<file path="src/rtl/compensation_interpolator.sv">
// Polyphase interpolating CIC pre-compensation FIR: one input sample produces INTERP
// outputs, each the dot product of the delay line with one coefficient phase.
module compensation_interpolator #(
  parameter int WIDTH       = 32,
  parameter int COEFF_WIDTH = 16,
  parameter int TAPS        = 8,
  parameter int INTERP      = 8
) (
  input  logic                                  clk,
  input  logic                                  rst_n,
  input  logic [WIDTH-1:0]                      data_in_i,
  input  logic                                  in_valid_i,
  output logic                                  in_ready_o,
  output logic [WIDTH-1:0]                      data_out_o,
  output logic                                  out_valid_o,
  input  logic                                  out_ready_i,
  input  logic                                  coeff_we_i,
  input  logic [$clog2(TAPS*INTERP)-1:0]        coeff_addr_i,
  input  logic [COEFF_WIDTH-1:0]                coeff_wdata_i,
  output logic                                  busy_o
);

  localparam int NCOEF  = TAPS * INTERP;
  localparam int AW     = $clog2(NCOEF);
  localparam int TW     = (TAPS > 1) ? $clog2(TAPS) : 1;
  localparam int PW     = $clog2(INTERP);
  localparam int PROD_W = WIDTH + COEFF_WIDTH;
  localparam int ACC_W  = PROD_W + ((TAPS > 1) ? $clog2(TAPS) : 0);

  localparam logic signed [ACC_W-1:0] SAT_MAX = (ACC_W'(1) <<< (WIDTH - 1)) - ACC_W'(1);
  localparam logic signed [ACC_W-1:0] SAT_MIN = -SAT_MAX - ACC_W'(1);
  localparam logic signed [COEFF_WIDTH-1:0] H0_DEFAULT = COEFF_WIDTH'(1) <<< (COEFF_WIDTH - 2);

  typedef enum logic [1:0] {IDLE, MAC, OUT} state_t;

  state_t                        state_q;
  logic                          in_ready_q;
  logic                          out_valid_q;
  logic                          busy_q;
  logic [WIDTH-1:0]              data_out_q;
  logic [TW-1:0]                 t_q;
  logic [PW-1:0]                 p_q;
  logic signed [ACC_W-1:0]       acc_q;
  logic signed [WIDTH-1:0]       x_q [TAPS];
  logic signed [COEFF_WIDTH-1:0] h_q [NCOEF];

  logic [AW-1:0]                 coeff_idx;
  logic signed [WIDTH-1:0]       x_sel;
  logic signed [COEFF_WIDTH-1:0] h_sel;
  logic signed [PROD_W-1:0]      prod;
  logic signed [ACC_W-1:0]       acc_d;
  logic signed [ACC_W-1:0]       shifted;
  logic [WIDTH-1:0]              out_d;

  // Prototype filter index for tap t of phase p is t*INTERP + p.
  assign coeff_idx = AW'(int'(t_q) * INTERP + int'(p_q));
  assign x_sel     = x_q[t_q];
  assign h_sel     = h_q[coeff_idx];
  assign prod      = PROD_W'(x_sel) * PROD_W'(h_sel);
  assign acc_d     = acc_q + ACC_W'(prod);
  assign shifted   = acc_d >>> (COEFF_WIDTH - 1);

  always_comb begin
    out_d = shifted[WIDTH-1:0];
    if (shifted > SAT_MAX) begin
      out_d = SAT_MAX[WIDTH-1:0];
    end else if (shifted < SAT_MIN) begin
      out_d = SAT_MIN[WIDTH-1:0];
    end
  end

  always_ff @(posedge clk or negedge rst_n) begin
    if (!rst_n) begin
      state_q     <= IDLE;
      in_ready_q  <= 1'b1;
      out_valid_q <= 1'b0;
      busy_q      <= 1'b0;
      data_out_q  <= '0;
      t_q         <= '0;
      p_q         <= '0;
      acc_q       <= '0;
      for (int i = 0; i < TAPS; i++) begin
        x_q[i] <= '0;
      end
      for (int i = 0; i < NCOEF; i++) begin
        h_q[i] <= (i == 0) ? H0_DEFAULT : '0;
      end
    end else begin
      case (state_q)
        IDLE: begin
          // A write on the accepting edge lands before the first MAC cycle reads it.
          if (coeff_we_i && (int'(coeff_addr_i) < NCOEF)) begin
            h_q[coeff_addr_i] <= coeff_wdata_i;
          end
          if (in_valid_i && in_ready_q) begin
            x_q[0] <= data_in_i;
            for (int i = 1; i < TAPS; i++) begin
              x_q[i] <= x_q[i-1];
            end
            p_q        <= '0;
            t_q        <= '0;
            acc_q      <= '0;
            state_q    <= MAC;
            in_ready_q <= 1'b0;
            busy_q     <= 1'b1;
          end
        end
        MAC: begin
          acc_q <= acc_d;
          if (t_q == TW'(TAPS - 1)) begin
            data_out_q  <= out_d;
            out_valid_q <= 1'b1;
            state_q     <= OUT;
          end else begin
            t_q <= t_q + 1'b1;
          end
        end
        OUT: begin
          if (out_ready_i) begin
            out_valid_q <= 1'b0;
            if (p_q == PW'(INTERP - 1)) begin
              state_q    <= IDLE;
              in_ready_q <= 1'b1;
              busy_q     <= 1'b0;
            end else begin
              p_q     <= p_q + 1'b1;
              t_q     <= '0;
              acc_q   <= '0;
              state_q <= MAC;
            end
          end
        end
        default: begin
          state_q    <= IDLE;
          in_ready_q <= 1'b1;
          busy_q     <= 1'b0;
        end
      endcase
    end
  end

  assign in_ready_o  = in_ready_q;
  assign out_valid_o = out_valid_q;
  assign data_out_o  = data_out_q;
  assign busy_o      = busy_q;

endmodule
</file>
<file path="config.mk">
export PLATFORM = sky130hd
export DESIGN_NAME = compensation_interpolator
export DESIGN_NICKNAME = d
export VERILOG_FILES = /design/src/rtl/compensation_interpolator.sv
export SDC_FILE = /design/constraint.sdc
export NUM_CORES = 2
export LEC_CHECK = 0
export CORE_ASPECT_RATIO = 0.8
export CORE_MARGIN = 4
export CORE_UTILIZATION = 45
export CTS_CLUSTER_DIAMETER = 100
export DETAILED_ROUTE_END_ITERATION = 10
export PLACE_DENSITY = 0.72
export SLEW_MARGIN = 20
export SYNTH_ARGS = -nofsm -noshare
export SYNTH_HDL_FRONTEND = slang
export SYNTH_SLANG_ARGS = --single-unit
</file>
<file path="constraint.sdc">
create_clock -name clk -period 12 [get_ports clk]
set_input_delay 1.2 -clock clk [delete_from_list [all_inputs] [get_ports clk]]
set_output_delay 1.2 -clock clk [all_outputs]
set_load 0.02 [all_outputs]
</file>
==> metrics.md <==
| Metric | Value |
|---|---|
| Outcome | `finished clean` |
| Clock Pin Slew Worst Setup and Hold Paths | `0.06 ns` |
| Dpl cells | `8154` |
| Final std cells w/o fill | `8410` |
| Hold WC Path Type | `input pin to asynchronous set/reset pin` |
| Syn nets | `6718` |
| # fillers | `14800` |
| Final hold vios | `0` |
| Kind of critical path | `register to register` |
| RSZ-0062 raised after global routing | `no` |
| Core area | `178000 sq um` |
| Syn Inst Count | `5969` |
| CTS Hold Buffers Added | `0` |
| Grt ovf | `0` |
| Synth unique cells | `62` |
| Utilization after layout | `50.3%` |
| Ys Warns | `0` |
| Layout Skew | `0.0587 ns` |
| Post-CTS Repair Setup Buffers | `0` |
| Fin. max-slew vios | `0` |
| Die ar. | `187000 sq um` |
| Htree depth | `4` |
| Post_cts resized | `0` |
| CP required | `12.62 ns` |
| Chip Width | `482 um` |
| Synthesis-to-finish area growth | `10.5%` |
| Top FF cell, synth | `dfrtp_1` |
| CTS root buf | `clkbuf_16` |
| Detailed Place HPWL | `134000 um` |
| Worst setup EP type | `register` |
| Initial antenna violation count | `12` |
| Total track usage | `21.9%` |
| DRT Wirelength | `202000 um` |
| Ratio of cells with drive above 1 in the final layout | `35.6%` |
| CP peak stage delay | `0.97 ns` |
| Max Cap Viol | `0` |
| Iteration count of the initial detailed-routing pass | `7` |
| Row count | `138` |
| CTS buffer count | `140` |
| Cell Area, Synth | `80900 sq um` |
| #FFs+latches synth | `1374` |
| Clock Latency Late Sink | `0.81 ns` |
| Rel. slew slack | `19.0%` |
| RD Place Congestion | `0.911` |
| Worst setup SP type | `register` |
| Most frequent cells in the layout | `dfrtp_1, mux2_2, inv_1` |
| Die height | `387 um` |
| Largest net degree at the start of global routing | `184` |
| Measured slew at the worst slew-check pin | `1.21 ns` |
| Via density | `5.77` |
| Clock buffer depth | `3` |
| Met1 GRT Util | `30.5%` |
| First-pass GRT wire length | `316000 um` |
| DRC | `0` |
| EDFF count, synth | `0` |
| Via count | `48500` |
| Vias in the first global route | `52200` |
| Busiest grt layer | `met2` |
| CTS tree | `done` |
| Critical Path AT | `12.06 ns` |
| Footprint of the multi-input gates | `42800 sq um` |
| Fmax | `87.4 MHz` |
| GRT met2 Usage | `34.5%` |
| CP Max Fanout | `36` |
| Static leakage | `42.9 nW` |
| GR Util met3 | `4.70%` |
| Mean Syn Cell Area | `13.6 sq um` |
| Most common cell after layout, fill and taps aside | `dfrtp_1` |
| Starting Density | `45.5%` |
| Initial DRC count | `3730` |
| Pwr dens | `251 nW/um^2` |
| Crit share post-route | `95.3%` |
| Most frequent CP cell | `fa_1` |
| # nets final | `6666` |
| Reg area | `34400 sq um` |
| Slowest library cell on the worst path | `a31oi_1` |
| Sink Count | `1374` |
| Post-layout minimum cycle time | `11.44 ns` |
| Ports | `94` |
| Setup_tns | `0 ns` |
| Async set-reset flop share out of synthesis | `100%` |
| DRT antenna net count | `0` |
| Setup violators final | `0` |
| Port Buffers | `93` |
| Register area share after synthesis | `42.5%` |
| Power, Total | `0.0225 W` |
| Wirelength per Cell | `24.0 um` |
| VDD IR max | `0.000382 V` |
==> registers in the layout, indices dropped and copies added, names as in the netlist <==
register and flops:
h_q 1024, acc_q 51, in_ready_o 1, state_q 2, p_q 3, out_valid_o 1
busy_o 1, t_q 3, x_q 256, data_out_o 32
==> path summary, 6_finish.rpt <==
kind	depth (start not counted)	startpoint	slack, ns	endpoint
worst min-delay path	1	rst_n	0.42	x_q[61]
worst max register to register	31	p_q[0]	0.56	data_out_o[3]
min in group clk	1	data_out_o[31]	0.49	data_out_o[31]
worst min register to register	1	data_out_o[31]	0.49	data_out_o[31]
worst max-delay path	31	p_q[0]	0.56	data_out_o[3]
max in group asynchronous	4	rst_n	8.69	data_out_o[22]
==> worst max-delay path: cells and delay by family, from the launching register on <==
family,cells,cell delay (ns)
buffers and inverters,8,1.42
flip-flops,1,0.71
XOR/XNOR,1,0.22
multiplexers,3,1.60
AO/OA/AOI/OAI,9,3.64
adder cells (fa/ha/maj),7,3.14
AND/OR/NAND/NOR,3,0.48
==> metal layers <==
metal	routed length, um	share of wire [%]
met3	14500	7.2
met5	49	0.024
met4	6500	3.2
met2	94600	47
met1	86100	43
==> cell families after synthesis <==
logic type                 share of synthesized area (%)
buffers and inverters                               4.82
muxes                                               29.7
AOI/OAI and AO/OA                                   2.52
xor gates and xnor gates                           0.541
and+or+nand+nor                                     4.16
adders and majority gates                           15.8
DFF                                                 42.5
==> synth_stat cells, types with 10 or more instances <==
master    count  area [sq um]
xnor2_1      30           263
fa_1        550         11000
nor2_1      358          1340
nand2b_1     32           200
a21oi_1      52           260
ha_1        140          1750
and2_1       17           106
mux4_2      389          8760
dfrtp_1    1372         34300
nor2b_1      23           144
inv_1       596          2240
nand4_1      10          62.6
xor2_1       20           175
clkbuf_1    315          1180
nand2_1     279          1050
mux2i_1      42           420
buf_2        63           315
o32ai_1      32           280
a21o_1       27           203
o21ai_0      74           370
mux2_2     1319         14900
nand3_1      21           105
buf_1        36           135
a22o_1       42           368
o21ai_1      10          50.1
==> layout make-up <==
class,instances,area share [%]
Timing Repair Buffer,223,2.36
Sequential cell,1374,38.5
Inverter,596,2.50
Multi-Input combinational cell,3582,47.9
Clock inverter,58,1.01
Clock buffer,194,4.46
Antenna cell,3,0.00839
Tap cell,2380,3.33
==> stage by stage <==
| step | hold WS, ns | setup slack (ns) | area [sq um] |
|---|---|---|---|
| after floorplan | 0.455 | 2.78 | 80900 |
| after global placement | 0.472 | 0.995 | 84400 |
| after detailed placement | 0.482 | 0.956 | 84500 |
| after CTS | 0.400 | 0.863 | 89400 |
| after global routing | 0.438 | 0.226 | 89500 |
| final | 0.416 | 0.561 | 89500 |
==> where the power goes <==
group | total, W | switching (W) | leakage [nW] | internal, W
Combinational | 0.0120 | 0.00718 | 21.9 | 0.00481
Sequential | 0.00589 | 0.000513 | 18.6 | 0.00538
Clock | 0.00458 | 0.00195 | 2.37 | 0.00263
Total | 0.0225 | 0.00964 | 42.9 | 0.0128
Note: power is estimated with default switching activity, not from simulation.
